`src/rtl/iis_pkg.sv`:
```
// rtl/iis_pkg.sv - shared state type and constants for the I2S transmitter
package iis_pkg;

  typedef enum logic {
    IDLE = 1'b0,
    RUN  = 1'b1
  } iis_tx_state_e;

  localparam logic IIS_CH_LEFT     = 1'b0;
  localparam logic IIS_CH_RIGHT    = 1'b1;
  localparam int   IIS_MIN_CLK_DIV = 2;

endpackage

```
`src/rtl/iis_bclk_gen.sv`:
```
// rtl/iis_bclk_gen.sv - BCLK divider with rise/fall strobes, cleared while not running
module iis_bclk_gen
  import iis_pkg::*;
#(
  parameter int clk_div = 4
) (
  input  logic clk,
  input  logic rst,
  input  logic run_i,
  output logic bclk_o,
  output logic rise_o,
  output logic fall_o
);

  // Values below the minimum cannot guarantee capture before the next load.
  localparam int DIV = (clk_div < IIS_MIN_CLK_DIV) ? IIS_MIN_CLK_DIV : clk_div;
  localparam int CW  = $clog2(DIV);

  logic [CW-1:0] cnt_q, cnt_d;
  logic          bclk_q, bclk_d;
  logic          tc;

  assign tc = run_i && (cnt_q == CW'(DIV - 1));

  always_comb begin
    cnt_d  = cnt_q;
    bclk_d = bclk_q;
    if (!run_i) begin
      cnt_d  = '0;
      bclk_d = 1'b0;
    end else if (tc) begin
      cnt_d  = '0;
      bclk_d = ~bclk_q;
    end else begin
      cnt_d = cnt_q + CW'(1);
    end
  end

  always_ff @(posedge clk or negedge rst) begin
    if (!rst) begin
      cnt_q  <= '0;
      bclk_q <= 1'b0;
    end else begin
      cnt_q  <= cnt_d;
      bclk_q <= bclk_d;
    end
  end

  assign bclk_o = bclk_q;
  assign rise_o = tc && !bclk_q;
  assign fall_o = tc && bclk_q;

endmodule

```
`src/rtl/iis_tx.sv`:
```
// rtl/iis_tx.sv - I2S master transmitter fed from a FIFO read port
// IIS_TX_HOLD_LAST_EN: on underrun repeat the last word instead of sending silence.
module iis_tx
  import iis_pkg::*;
#(
  parameter int data_width = 16,
  parameter int clk_div    = 4
) (
  input  logic                  clk,
  input  logic                  rst,
  input  logic                  en,
  input  logic                  fifo_empty,
  input  logic                  fifo_vaild,
  input  logic [data_width-1:0] fifo_dout,
  output logic                  fifo_rd_en,
  output logic                  iis_bclk,
  output logic                  iis_lrck,
  output logic                  iis_sdata,
  output logic                  underrun
);

  localparam int BW = $clog2(data_width);

  iis_tx_state_e         state_q, state_d;
  logic [BW-1:0]         bit_cnt_q, bit_cnt_d, bit_nxt;
  logic [data_width-1:0] hold_q, hold_d, shift_q, shift_d;
  logic                  lrck_q, lrck_d, sdata_q, sdata_d;
  logic                  rd_en_q, rd_en_d, underrun_q, underrun_d;
  logic                  pend_q, pend_d;
  logic                  run, fall, fetch, unused_rise;

  assign run = (state_q == RUN) && en;

  iis_bclk_gen #(.clk_div(clk_div)) u_bclk_gen (
    .clk    (clk),
    .rst    (rst),
    .run_i  (run),
    .bclk_o (iis_bclk),
    .rise_o (unused_rise),
    .fall_o (fall)
  );

  assign bit_nxt = (bit_cnt_q == BW'(data_width - 1)) ? '0 : bit_cnt_q + BW'(1);

  always_comb begin
    state_d    = state_q;
    bit_cnt_d  = bit_cnt_q;
    hold_d     = hold_q;
    shift_d    = shift_q;
    lrck_d     = lrck_q;
    sdata_d    = sdata_q;
    pend_d     = pend_q;
    rd_en_d    = 1'b0;
    underrun_d = 1'b0;
    fetch      = 1'b0;
    case (state_q)
      IDLE: begin
        if (en) begin
          state_d   = RUN;
          bit_cnt_d = '0;
          lrck_d    = IIS_CH_LEFT;
          fetch     = 1'b1;
        end
      end
      RUN: begin
        if (!en) begin
          state_d   = IDLE;
          bit_cnt_d = '0;
          hold_d    = '0;
          shift_d   = '0;
          lrck_d    = 1'b0;
          sdata_d   = 1'b0;
          pend_d    = 1'b0;
        end else begin
          if (pend_q && fifo_vaild) begin
            hold_d = fifo_dout;
            pend_d = 1'b0;
          end
          if (fall) begin
            bit_cnt_d = bit_nxt;
            if (bit_nxt == BW'(1)) begin
              shift_d = hold_q;
              sdata_d = hold_q[data_width-1];
            end else begin
              shift_d = shift_q << 1;
              sdata_d = shift_q[data_width-2];
            end
            // Slot boundary: LSB goes out one BCLK late, with the new word select.
            if (bit_nxt == '0) begin
              lrck_d = (lrck_q == IIS_CH_LEFT) ? IIS_CH_RIGHT : IIS_CH_LEFT;
              fetch  = 1'b1;
            end
          end
        end
      end
      default: state_d = IDLE;
    endcase
    if (fetch) begin
      if (!fifo_empty) begin
        rd_en_d = 1'b1;
        pend_d  = 1'b1;
      end else begin
        underrun_d = 1'b1;
`ifdef IIS_TX_HOLD_LAST_EN
        hold_d = hold_q;
`else
        hold_d = '0;
`endif
      end
    end
  end

  always_ff @(posedge clk or negedge rst) begin
    if (!rst) begin
      state_q    <= IDLE;
      bit_cnt_q  <= '0;
      hold_q     <= '0;
      shift_q    <= '0;
      lrck_q     <= 1'b0;
      sdata_q    <= 1'b0;
      pend_q     <= 1'b0;
      rd_en_q    <= 1'b0;
      underrun_q <= 1'b0;
    end else begin
      state_q    <= state_d;
      bit_cnt_q  <= bit_cnt_d;
      hold_q     <= hold_d;
      shift_q    <= shift_d;
      lrck_q     <= lrck_d;
      sdata_q    <= sdata_d;
      pend_q     <= pend_d;
      rd_en_q    <= rd_en_d;
      underrun_q <= underrun_d;
    end
  end

  assign fifo_rd_en = rd_en_q;
  assign iis_lrck   = lrck_q;
  assign iis_sdata  = sdata_q;
  assign underrun   = underrun_q;

endmodule

```
`config.mk`:
```
export PLATFORM = sky130hd
export DESIGN_NAME = iis_tx
export DESIGN_NICKNAME = d
export VERILOG_FILES = /design/src/rtl/iis_pkg.sv /design/src/rtl/iis_bclk_gen.sv /design/src/rtl/iis_tx.sv
export SDC_FILE = /design/constraint.sdc
export NUM_CORES = 1
export LEC_CHECK = 0
export ABC_AREA = 1
export BUFFER_PORTS_ARGS = -buffer_cell sky130_fd_sc_hd__buf_2
export CAP_MARGIN = 25
export CORE_MARGIN = 1.5
export CORE_UTILIZATION = 30
export DETAILED_ROUTE_END_ITERATION = 10
export SLEW_MARGIN = 40
export SYNTH_ARGS = -nofsm -noshare
export SYNTH_HDL_FRONTEND = slang
export SYNTH_HIERARCHICAL = 1
export SYNTH_SLANG_ARGS = --single-unit
```
`constraint.sdc`:
```
create_clock -name clk -period 1.6 [get_ports clk]
set_input_delay 0.32 -clock clk [delete_from_list [all_inputs] [get_ports clk]]
set_output_delay 0.32 -clock clk [all_outputs]
set_load 0.01 [all_outputs]
```
# Yosys cells after proc, flatten, opt, wreduce, memory -nomap -nowiden
# Index checks and enable logic that the tools add are counted.
# classes
n_addsub,2
n_mul,0
eq_ne,8
n_lt_le_gt_ge,0
reduce_logical,8
n_bitwise,2
shift,0
div,0
n_mux,40
# ops
operator,n
16-bit 2-to-1 mux,5
15-bit 2-to-1 mux,3
1-bit 2-to-1 mux,23
4-bit 2-to-1 mux,4
4-bit case mux with 2 select lines,1
"3-bit by 2-bit != test with 1-bit output, second input constant",2
"4-bit by 1-bit adder with 4-bit output, second input constant",1
"4-bit by 1-bit equality test with 1-bit output, second input constant",1
"4-bit equality test, second input constant",1
1-bit logical AND,4
4-bit logical NOT,1
2-bit 2-to-1 mux,2
"2-bit != test, second input constant",2
1-bit case mux with 2 select lines,2
2-bit AND reduction,2
3-bit AND reduction,1
"2-bit by 1-bit adder with 2-bit output, second input constant",1
"2-bit equality test, second input constant",1
"2-bit by 1-bit != test with 1-bit output, second input constant",1
1-bit inverter,2
# word_totals
mem_count,0
romBits,0
mem_bits_rw,0
register_bits,44
latchBits,0

# Depth between registers and ports, before layout
# Gate-level depths: netlist of the first run.
# depth
ltp_word,8
ltp_mapped,11
mapped_depth_nobuf,9

# By module
# Netlist of the first run, hierarchy kept.
# modules_own_cells
module,area_each_um2,n_inst,seq_area_each_um2,cells_each
iis_tx,2187.1,1,1026.0,262
iis_bclk_gen,135.1,1,75.1,16

# Worst setup path after synthesis of the first run
# Ideal clock, no wire load.
# synth_timing
path_type,flip-flop to flip-flop
start,reg state_q
end,reg hold_q[10]
required_ns,1.459
arrival_time_ns,1.465
stages_incl_launch_ff,11
n_path_buf,2
synth_period_minus_slack_ns,1.607
path_slack_ns,-0.007
path_cell_list,dfrtp_1 -> buf_2 -> nand2_1 -> inv_1 -> nand2_1 -> nor2_1 -> and3_1 -> nand3_4 -> nand2_4 -> buf_6 -> a21oi_2
# synth_between
elab_chain_len,7
elab_cells_between_ends,10
cone_classes,mux (6); bitwise (1); reduce/logical (3)
# synth_rtl
item,line,source
"start, declared",iis_tx.sv:24,"iis_tx_state_e state_q, state_d;"
"start signal, assigned",iis_tx.sv:125,state_q <= state_d;
1-bit logical AND,iis_tx.sv:32,assign run = (state_q == RUN) && en;
named net run,iis_tx.sv:30,"logic run, fall, fetch, unused_rise;"
1-bit logical AND,iis_bclk_gen.sv:23,assign tc = run_i && (cnt_q == CW'(DIV - 1));
1-bit logical AND,iis_bclk_gen.sv:51,assign fall_o = tc && bclk_q;
named net fall,iis_tx.sv:30,
1-bit 2-to-1 mux,iis_tx.sv:79,if (fall) begin
1-bit 2-to-1 mux,iis_tx.sv:66,if (!en) begin
1-bit case mux with 2 select lines,iis_tx.sv:56,case (state_q)
16-bit 2-to-1 mux,iis_tx.sv:98,if (fetch) begin
named net hold_d[10],iis_tx.sv:26,"logic [data_width-1:0] hold_q, hold_d, shift_q, shift_d;"
"end signal, assigned",iis_tx.sv:127,hold_q <= hold_d;
"end, declared",iis_tx.sv:26,
# The timed path passes the listed nets, and every way through them passes these cells.
# A chain may end at the register's enable or synchronous reset.

# Worst setup path after layout of the first run
# layout_timing
start,reg bit_cnt_q[1]
end,reg shift_q[4]
# layout_between
elab_chain_len,6
elab_cells_between_ends,7
cone_classes,add/sub (1); eq/ne (2); mux (4)
# layout_rtl
item,line,source
"start, declared",iis_tx.sv:25,"logic [BW-1:0] bit_cnt_q, bit_cnt_d, bit_nxt;"
"start signal, assigned",iis_tx.sv:126,bit_cnt_q <= bit_cnt_d;
4-bit by 1-bit adder with 4-bit output or 4-bit equality test (tied branches),iis_tx.sv:43,assign bit_nxt = (bit_cnt_q == BW'(data_width - 1)) ? '0 : bit_cnt_q + BW'(1);
4-bit 2-to-1 mux *,iis_tx.sv:43,
4-bit by 1-bit equality test with 1-bit output *,iis_tx.sv:81,if (bit_nxt == BW'(1)) begin
15-bit 2-to-1 mux *,iis_tx.sv:81,
15-bit 2-to-1 mux *,iis_tx.sv:79,
15-bit 2-to-1 mux *,iis_tx.sv:66,
"end signal, assigned",iis_tx.sv:128,shift_q <= shift_d;
"end, declared",iis_tx.sv:26,
# Mark *: on every way between the ends. The rest lies on a longest branch, timed or not. The select of a mux whose other input is x is not followed.

==> flow_metrics.env, run 1 <==
export IMPL_status="finished clean"
export IMPL_drive_gt1_frac=0.2587
export IMPL_fin_crit_sh=0.9282
export IMPL_die_area_um2=8265
export IMPL_n_antenna_cell=0
export IMPL_hold_end="state_q"
export IMPL_use_met2=0.2112
export IMPL_min_path_cells=1
export IMPL_intPower_mw=1.671
export IMPL_slew_violations=0
export IMPL_timing_rr_start="bit_cnt_q[1]"
export IMPL_drt_iter0_drc=119
export IMPL_post_dp_hpwl_um=3573
export IMPL_tightestPinTransition_ns=0.5557
export IMPL_pin_count=26
export IMPL_reg2reg_to="shift_q[4]"
export IMPL_grt_usage=0.1339
export IMPL_seqPwrFrac=0.521
export IMPL_clockPowerShare=0.391
export IMPL_use_met3=0.02273
export IMPL_avgSynthCellArea_um2=8.370
export IMPL_leakage_nw=1.400
export IMPL_fmax_mhz=673.4
export IMPL_relSlewSlack=0.6295
export IMPL_vias=1940
export IMPL_place_ws_ns=-0.08160
export IMPL_fillCellCount=769
export IMPL_drtPass1Iterations=4
export IMPL_irDropWorstVdd_mv=0.4178
export IMPL_top_usage_layer="met2"
export IMPL_yosys_warnings=6
export IMPL_clk_path_buf_depth=2
export IMPL_cts_clk_slew_worst_paths_ns=0.08
export IMPL_combinationalPowerShare=0.089
export IMPL_gp_congestion=0.7749
export IMPL_grt_max_degree=45
export IMPL_p_sw_mw=0.5292
export IMPL_cts_buffers=5
export IMPL_crit_type="register to register"
export IMPL_startpoint_type="register"
export IMPL_die_width_um=90.91
export IMPL_wire_per_inst_um=12.64
export IMPL_arrival_ns=1.73
export IMPL_cts_root_buffer="clkbuf_8"
export IMPL_grt_first_pass_wirelength_um=8997
export IMPL_layout_min_cycle_time_ns=1.485
export IMPL_reg2regPathDepth=9
export IMPL_antenna_found_initial=0
export IMPL_htree_levels=2
export IMPL_use_met1=0.1846
export IMPL_floorplan_initialDensity=0.3146
export IMPL_cts_tree="built"
export IMPL_min_path_type="input pin to register"
export IMPL_netlist_area_um2=2318
export IMPL_grt_overflow=0
export IMPL_maxCapViolations=0
export IMPL_syn_nets=302
export IMPL_setup_slack_ns=0.1149
export IMPL_cp_required_ns=1.85
export IMPL_core_area_um2=7370
export IMPL_clock_latency_ns=0.30
export IMPL_clock_skew_ns=0.007850
export IMPL_setup_viol=0
export IMPL_viasPerCell=4.663
export IMPL_grt_pass1_vias=1873
export IMPL_portBuffers=25
export IMPL_wl_um=5259
export IMPL_hold_start="en"
export IMPL_setup_worst_path_end_class="register"
export IMPL_finalSetupTns_ns=0
export IMPL_finalNetCount=341
export IMPL_final_hold_viol_count=0
export IMPL_total_power_mw=2.200
export IMPL_fp_row_count=31
export IMPL_area_growth_pct=24.72
export IMPL_syn_inst=277
export IMPL_power_density_nw_per_um2=761.0
export IMPL_die_y_um=90.91
export IMPL_reg2reg_slack_ns=0.11
export IMPL_drc_errors=0
export IMPL_ant_nets=0
export IMPL_clock_sinks=44
export IMPL_crit_fanout=8
export IMPL_p_sw_frac=0.2405
layout by cell type (no fill, tap or decap), types with 3 or more instances in the layout:
cell       n
nand2_1   65
inv_1     50
dfrtp_1   42
buf_2     25
nand3_1   19
nand4_1   18
a22oi_1   12
buf_4     12
a21oi_2   10
a21oi_1    7
o21ai_0    7
nor2_1     6
buf_12     6
o22ai_1    5
clkbuf_8   5
nand2_2    4
nor2_2     3
per-layer routing:
metal | wire, um | part of all wire
met5 | 0 | 0
met4 | 65 | 0.012
met3 | 149 | 0.028
met2 | 2454 | 0.47
met1 | 2589 | 0.49
power groups by stage:
stage	logic, mW	clock network, mW	registers (mW)
final	0.195	0.860	1.15
after detailed placement	0.192	0	1.17
after CTS	0.196	0.892	1.15
after global routing	0.220	0.934	1.15
after floorplan	0.0978	0	1.17
after global placement	0.190	0	1.17
repair_timing:
action / 4_1_cts / 5_1_grt
gates cloned: 0 / 1
hold buffers: 1 / 0
pin swaps: 0 / 5
setup buffers: 0 / 5
gates resized for setup: 3 / 11
endpoints found under the setup margin: 17 / 35
hold endpoints to repair: 44 / 0
worst max path at each step:
stage / startpoint / to / slack [ns] / cells after the start
floorplan: state_q / hold_q[10] / 0.004 / 10
global placement: fifo_vaild / hold_q[8] / -0.01 / 6
detailed placement: fifo_vaild / hold_q[5] / -0.08 / 6
CTS: bit_cnt_q[1] / shift_q[4] / 0.004 / 8
global route: state_q / shift_q[0] / -0.003 / 9
finish: bit_cnt_q[1] / shift_q[4] / 0.11 / 9
registers in the layout (all words and copies together) (netlist names):
signal and count:
bit_cnt_q 4, pend_q 1, hold_q 16, u_bclk_gen/bclk_o 1, state_q 1, iis_lrck 1, shift_q 15, u_bclk_gen/cnt_q 2
iis_sdata 1, fifo_rd_en 1, underrun 1
final cells by class:
| cell class | count | area, um2 | share of cell area |
|---|---|---|---|
| Clock inverter | 3 | 42.54 | 0.01471 |
| Multi-Input combinational cell | 171 | 1020 | 0.3527 |
| Inverter | 50 | 187.7 | 0.06491 |
| Sequential cell | 44 | 1104 | 0.3817 |
| Timing Repair Buffer | 44 | 345.3 | 0.1194 |
| Tap cell | 99 | 123.9 | 0.04284 |
| Clock buffer | 5 | 68.82 | 0.02380 |
through the flow:
step / utilization / instance area [um2] / hold WS, ns / instances
after floorplan: - / 2323 / 0.02441 / 277
after global placement: 0.3587 / 2644 / 0.3192 / 401
after detailed placement: 0.3587 / 2644 / 0.3224 / 401
after CTS: 0.3764 / 2774 / 0.1696 / 410
after global routing: 0.3924 / 2892 / 0.1764 / 416
final: 0.3924 / 2892 / 0.1804 / 416
worst max-delay path, stage by stage (launching register included):
cell	delay, ns
dfrtp_2	0.45
ha_4	0.18
inv_1	0.07
nand2_2	0.07
nand2_4	0.15
buf_12	0.12
nand4_4	0.13
nand2_1	0.10
nand3_1	0.09
nand2_1	0.06
(Power assumes the default switching activity.)
==> run 2: changes to the inputs <==
--- a/config.mk
+++ b/config.mk
@@ -5,9 +5,9 @@
 export SDC_FILE = /design/constraint.sdc
 export NUM_CORES = 1
 export LEC_CHECK = 0
-export ABC_AREA = 1
 export BUFFER_PORTS_ARGS = -buffer_cell sky130_fd_sc_hd__buf_2
 export CAP_MARGIN = 25
+export CORE_ASPECT_RATIO = 1.25
 export CORE_MARGIN = 1.5
 export CORE_UTILIZATION = 30
 export DETAILED_ROUTE_END_ITERATION = 10
==> run 2 against run 1 <==
- the run now ends with setup timing left
- clock skew is 0.0017 ns lower
- final cell count is 22% lower
- first-iteration DRC count is 29% lower
- clock power is 17% lower
- critical path depth is 2 lower
==> flow_metrics.env, run 2 <==
export IMPL_fillCellCount=646
export IMPL_final_hold_viol_count=0
export IMPL_cts_tree="built"
export IMPL_fmax_mhz=592.2
export IMPL_placed_cells=309
export IMPL_crit_fanout=8
export IMPL_drive_gt1_frac=0.2954
export IMPL_cpMaxStageDelayCell="dfrtp_1"
export IMPL_reg2reg_to="hold_q[8]"
export IMPL_relSlewSlack=0.5648
export IMPL_wl_um=4411
export IMPL_syn_inst=191
export IMPL_timing_rr_start="u_bclk_gen/cnt_q[0]"
export IMPL_tightestPinTransition_ns=0.6521
export IMPL_slowest_delay_ns=0.36
export IMPL_fin_crit_sh=1.055
export IMPL_irDropWorstVdd_mv=0.4222
export IMPL_syn_nets=216
export IMPL_min_path_cells=2
export IMPL_cts_root_buffer="clkbuf_8"
export IMPL_die_area_um2=7266
export IMPL_grt_max_degree=28
export IMPL_final_common_cell="dfrtp_1"
export IMPL_setup_slack_ns=-0.08854
export IMPL_multi_input_area_um2=857.1
export IMPL_fp_row_count=33
export IMPL_n_antenna_cell=0
export IMPL_drtPass1Iterations=4
export IMPL_hold_start="fifo_empty"
export IMPL_arrival_ns=1.86
export IMPL_mostFrequentLayoutCells="dfrtp_1 (44), nand2_1 (26), buf_2 (25), nor2_1 (18), buf_4 (18)"
export IMPL_vias=1526
export IMPL_reg2regPathDepth=7
export IMPL_largest_register="hold_q"
export IMPL_grt_pass1_vias=1608
export IMPL_crit_start="u_bclk_gen/cnt_q[0]"
export IMPL_rsz0062_at_grt="yes"
export IMPL_crit_type="register to register"
export IMPL_htree_levels=2
export IMPL_cp_required_ns=1.78
export IMPL_crit_path_cell_trace="ha_2, and3_4, nand4_1, o221ai_2, and3_4, clkbuf_16, nor2_1"
export IMPL_area_growth_pct=25.73
export IMPL_grt_overflow=0
export IMPL_slew_violations=0
export IMPL_pin_count=26
export IMPL_die_width_um=76.54
export IMPL_clock_sinks=44
export IMPL_power_density_nw_per_um2=804.1
export IMPL_cpMostUsedCell="and3_4"
export IMPL_portBuffers=25
export IMPL_startpoint_type="register"
export IMPL_setup_viol=23
export IMPL_cts_buffers=5
export IMPL_area_sequential_um2=1101
export IMPL_maxCapViolations=0
export IMPL_gp_congestion=0.7291
export IMPL_finalSetupTns_ns=-1.245
export IMPL_post_dp_hpwl_um=2936
export IMPL_drc_errors=0
export IMPL_clock_skew_ns=0.006173
export IMPL_clk_path_buf_depth=2
export IMPL_viasPerCell=4.710
export IMPL_grt_usage=0.1316
export IMPL_largest_register_ffs=16
export IMPL_netlist_area_um2=2028
export IMPL_cp_endpoint="hold_q[8]"
export IMPL_min_path_type="input pin to register"
export IMPL_die_y_um=94.93
export IMPL_ant_nets=0
export IMPL_yosys_warnings=6
export IMPL_top_regs="hold_q (16), shift_q (15), bit_cnt_q (4)"
export IMPL_drt_iter0_drc=85
export IMPL_stdcell_count=324
export IMPL_wire_per_inst_um=13.61
export IMPL_clock_latency_ns=0.28
export IMPL_layout_min_cycle_time_ns=1.689
export IMPL_grt_first_pass_wirelength_um=7527
export IMPL_finalNetCount=261
export IMPL_total_power_mw=2.050
export IMPL_leakage_nw=1.167
export IMPL_place_ws_ns=-0.07855
export IMPL_reg2reg_slack_ns=-0.09
export IMPL_cts_clk_slew_worst_paths_ns=0.08
export IMPL_setup_worst_path_end_class="register"
export IMPL_antenna_found_initial=0
export IMPL_floorplan_initialDensity=0.3089
export IMPL_status="complete, but fails checks"
export IMPL_avgSynthCellArea_um2=10.62
export IMPL_violations="setup timing"
export IMPL_core_area_um2=6565
==> run 2: timing repair <==
action,in CTS,in global routing
hold buffers,1,0
resized for setup,2,8
hold endpoints to repair,17,0
buffers inserted,1,4
setup endpoints to repair,24,34
pin swaps,0,4
gates cloned,0,1
==> run 2: how the worst min path moves through the flow <==
stage	to	slack, ns
after floorplan	bit_cnt_q[0]	0.02
after global routing	fifo_rd_en	0.23
after global placement	shift_q[3]	0.29
final	fifo_rd_en	0.23
after CTS	fifo_rd_en	0.21
after detailed placement	shift_q[3]	0.29
==> run 2: critical path, delay by kind of cell, from the launching register on <==
family,cells,cell delay (ns)
and+or+nand+nor,4,0.62
DFF,1,0.36
AOI/OAI and AO/OA,1,0.25
adders and majority gates,1,0.18
buffers and inverters,1,0.16
==> run 2: power breakdown <==
part,total (mW),internal [mW],switching [mW]
registers,1.15,1.14,0.0158
clock network,0.712,0.345,0.367
logic,0.185,0.0857,0.0997
total,2.05,1.57,0.483
==> run 2: per-layer routing <==
layer	vias up	wire, um	global-route usage
met4	0	29	0.04784
met3	2	134	0.01932
met2	25	2183	0.2403
li1	759	-	-
met1	740	2063	0.1575
met5	-	0	0
==> run 2: cell type report <==
type / instances / area share
sequential: 44 / 0.4318
timing repair buffer: 49 / 0.1472
clock buffer: 6 / 0.03238
tap: 87 / 0.04269
inverter: 4 / 0.005888
clock inverter: 2 / 0.003925
multi-input combinational: 132 / 0.3361
==> run 2: stage by stage <==
stage / hold slack (ns) / utilization / area [um2]
floorplan: 0.02441 / - / 2058
CTS: 0.2091 / 0.3793 / 2490
finish: 0.2288 / 0.3884 / 2550
global placement: 0.2924 / 0.3604 / 2366
detailed placement: 0.2936 / 0.3608 / 2369
global route: 0.2260 / 0.3884 / 2550
==> run 3: changes to the inputs <==
--- a/config.mk
+++ b/config.mk
@@ -10,6 +10,7 @@
 export CORE_ASPECT_RATIO = 1.25
 export CORE_MARGIN = 1.5
 export CORE_UTILIZATION = 30
+export CTS_BUF_LIST = sky130_fd_sc_hd__clkbuf_4
 export DETAILED_ROUTE_END_ITERATION = 10
 export SLEW_MARGIN = 40
 export SYNTH_ARGS = -nofsm -noshare
==> run 3 against run 2 <==
- the flow still finishes with violations (setup timing)
- combinational power about the same
- utilization about the same
- die area unchanged
- final cell count up 0.31%
- sequential power about the same
- clock power down 28%
- setup slack worse by 0.0039 ns
- first-iteration DRC count down 2.4%
- sequential share of layout area up 0.14 points
- register-to-register slack about the same
- clock skew up 0.0077 ns
- largest cell class unchanged
==> flow_metrics.env, run 3 (synthesis results as in run 2) <==
export IMPL_final_common_cell="dfrtp_1"
export IMPL_slowest_delay_ns=0.38
export IMPL_cts_clk_slew_worst_paths_ns=0.13
export IMPL_reg2reg_to="hold_q[3]"
export IMPL_die_width_um=76.54
export IMPL_fin_util=0.3880
export IMPL_relSlewSlack=0.5759
export IMPL_cts_root_buffer="clkbuf_4"
export IMPL_maxCapViolations=0
export IMPL_grt_max_degree=28
export IMPL_n_antenna_cell=0
export IMPL_setup_worst_path_end_class="register"
export IMPL_finalNetCount=262
export IMPL_post_dp_hpwl_um=2936
export IMPL_drive_gt1_frac=0.3151
export IMPL_crit_type="register to register"
export IMPL_portBuffers=25
export IMPL_htree_levels=2
export IMPL_cts_tree="built"
export IMPL_grt_first_pass_wirelength_um=7569
export IMPL_cp_required_ns=1.83
export IMPL_hold_start="fifo_empty"
export IMPL_die_area_um2=7266
export IMPL_largest_register="hold_q"
export IMPL_power_density_nw_per_um2=728.6
export IMPL_cp_endpoint="hold_q[3]"
export IMPL_reg2regPathDepth=7
export IMPL_tightestPinTransition_ns=0.6355
export IMPL_grt_usage=0.1327
export IMPL_drc_errors=0
export IMPL_pin_count=26
export IMPL_layout_min_cycle_time_ns=1.692
export IMPL_irDropWorstVdd_mv=0.3676
export IMPL_setup_viol=23
export IMPL_gp_congestion=0.7291
export IMPL_clock_sinks=44
export IMPL_fmax_mhz=590.9
export IMPL_total_power_mw=1.856
export IMPL_viasPerCell=4.775
export IMPL_cpMaxStageDelayCell="dfrtp_1"
export IMPL_area_growth_pct=25.60
export IMPL_wire_per_inst_um=13.75
export IMPL_crit_path_cell_trace="ha_2, and3_4, nand4_1, o221ai_2, and3_4, clkbuf_16, nor2_2"
export IMPL_drtPass1Iterations=4
export IMPL_grt_pass1_vias=1613
export IMPL_drt_iter0_drc=83
export IMPL_violations="setup timing"
export IMPL_crit_fanout=8
export IMPL_setup_slack_ns=-0.09245
export IMPL_slew_violations=0
export IMPL_timing_rr_start="u_bclk_gen/cnt_q[0]"
export IMPL_crit_buf_inv=1
export IMPL_clock_skew_ns=0.01389
export IMPL_clk_path_buf_depth=2
export IMPL_vias=1552
export IMPL_clock_latency_ns=0.34
export IMPL_status="complete, but fails checks"
export IMPL_startpoint_type="register"
export IMPL_die_y_um=94.93
export IMPL_fin_crit_sh=1.058
export IMPL_wl_um=4469
export IMPL_fillCellCount=646
export IMPL_ant_nets=0
export IMPL_cp_top_family="simple AND/OR/NAND/NOR gates"
export IMPL_fp_row_count=33
export IMPL_floorplan_initialDensity=0.3089
export IMPL_top_regs="hold_q (16), shift_q (15), bit_cnt_q (4)"
export IMPL_mostFrequentLayoutCells="dfrtp_1 (42), nand2_1 (26), buf_2 (25), buf_4 (18), o21ai_1 (17)"
export IMPL_rsz0062_at_grt="yes"
export IMPL_largest_register_ffs=16
export IMPL_crit_start="u_bclk_gen/cnt_q[0]"
export IMPL_final_hold_viol_count=0
export IMPL_cpMostUsedCell="and3_4"
export IMPL_min_path_type="input pin to register"
export IMPL_crit_cells=7
export IMPL_cts_buffers=5
export IMPL_arrival_ns=1.93
export IMPL_reg2reg_slack_ns=-0.09
export IMPL_leakage_nw=1.151
export IMPL_grt_overflow=0
export IMPL_core_area_um2=6565
export IMPL_antenna_found_initial=0
run 3: layer usage:
layer	share of wire	wire length, um	track usage
met1	0.46	2051	0.1599
met2	0.50	2228	0.2396
met3	0.035	157	0.02512
met4	0.0069	31	0.04167
met5	0	0	0
run 3: report_power, final:
part	internal, mW	total [mW]	switching [mW]	leakage [nW]
clock network	0.162	0.516	0.354	0.0324
logic	0.0864	0.186	0.100	0.516
registers	1.14	1.15	0.0160	0.603
run 3: per-stage QoR:
stage / hold WS, ns / cells / setup TNS, ns / setup WS, ns / area, um2
global route: 0.1469 / 325 / -2.743 / -0.1246 / 2547
CTS: 0.1330 / 320 / -0.1985 / -0.03876 / 2456
detailed placement: 0.2936 / 309 / -1.183 / -0.07855 / 2369
global placement: 0.2924 / 309 / -1.516 / -0.1208 / 2366
floorplan: 0.02441 / 191 / -1.582 / -0.1294 / 2058
finish: 0.1599 / 325 / -1.217 / -0.09245 / 2547
run 3: worst min path at each step:
| stage | to | cells past startpoint |
|---|---|---|
| 3_3_place_gp | shift_q[3] | 1 |
| 4_1_cts | fifo_rd_en | 2 |
| 2_1_floorplan | bit_cnt_q[0] | 0 |
| 5_1_grt | fifo_rd_en | 2 |
| 6_report | fifo_rd_en | 2 |
| 3_5_place_dp | shift_q[3] | 1 |
run 3: what timing repair did:
item	CTS	global route
endpoints found under the hold margin	17	0
setup buffers	2	4
pin swaps	0	5
endpoints found under the setup margin	27	34
resized for setup	2	17
hold buffers	1	0
cloned	0	1
run 3: area by class of cell:
type | count | area (um2) | share of cell area
Clock buffer | 5 | 37.54 | 0.01473
Clock inverter | 3 | 13.76 | 0.005403
Inverter | 4 | 15.01 | 0.005894
Multi-Input combinational cell | 132 | 882.1 | 0.3463
Sequential cell | 44 | 1104 | 0.4332
Tap cell | 87 | 108.9 | 0.04273
Timing Repair Buffer | 50 | 386.6 | 0.1518
run 3: worst reg2reg max path, cell delays in order, from the launching register on:
cell and delay (ns):
dfrtp_1 0.38, ha_2 0.18, and3_4 0.18, nand4_1 0.14, o221ai_2 0.24, and3_4 0.26
clkbuf_16 0.16, nor2_2 0.04
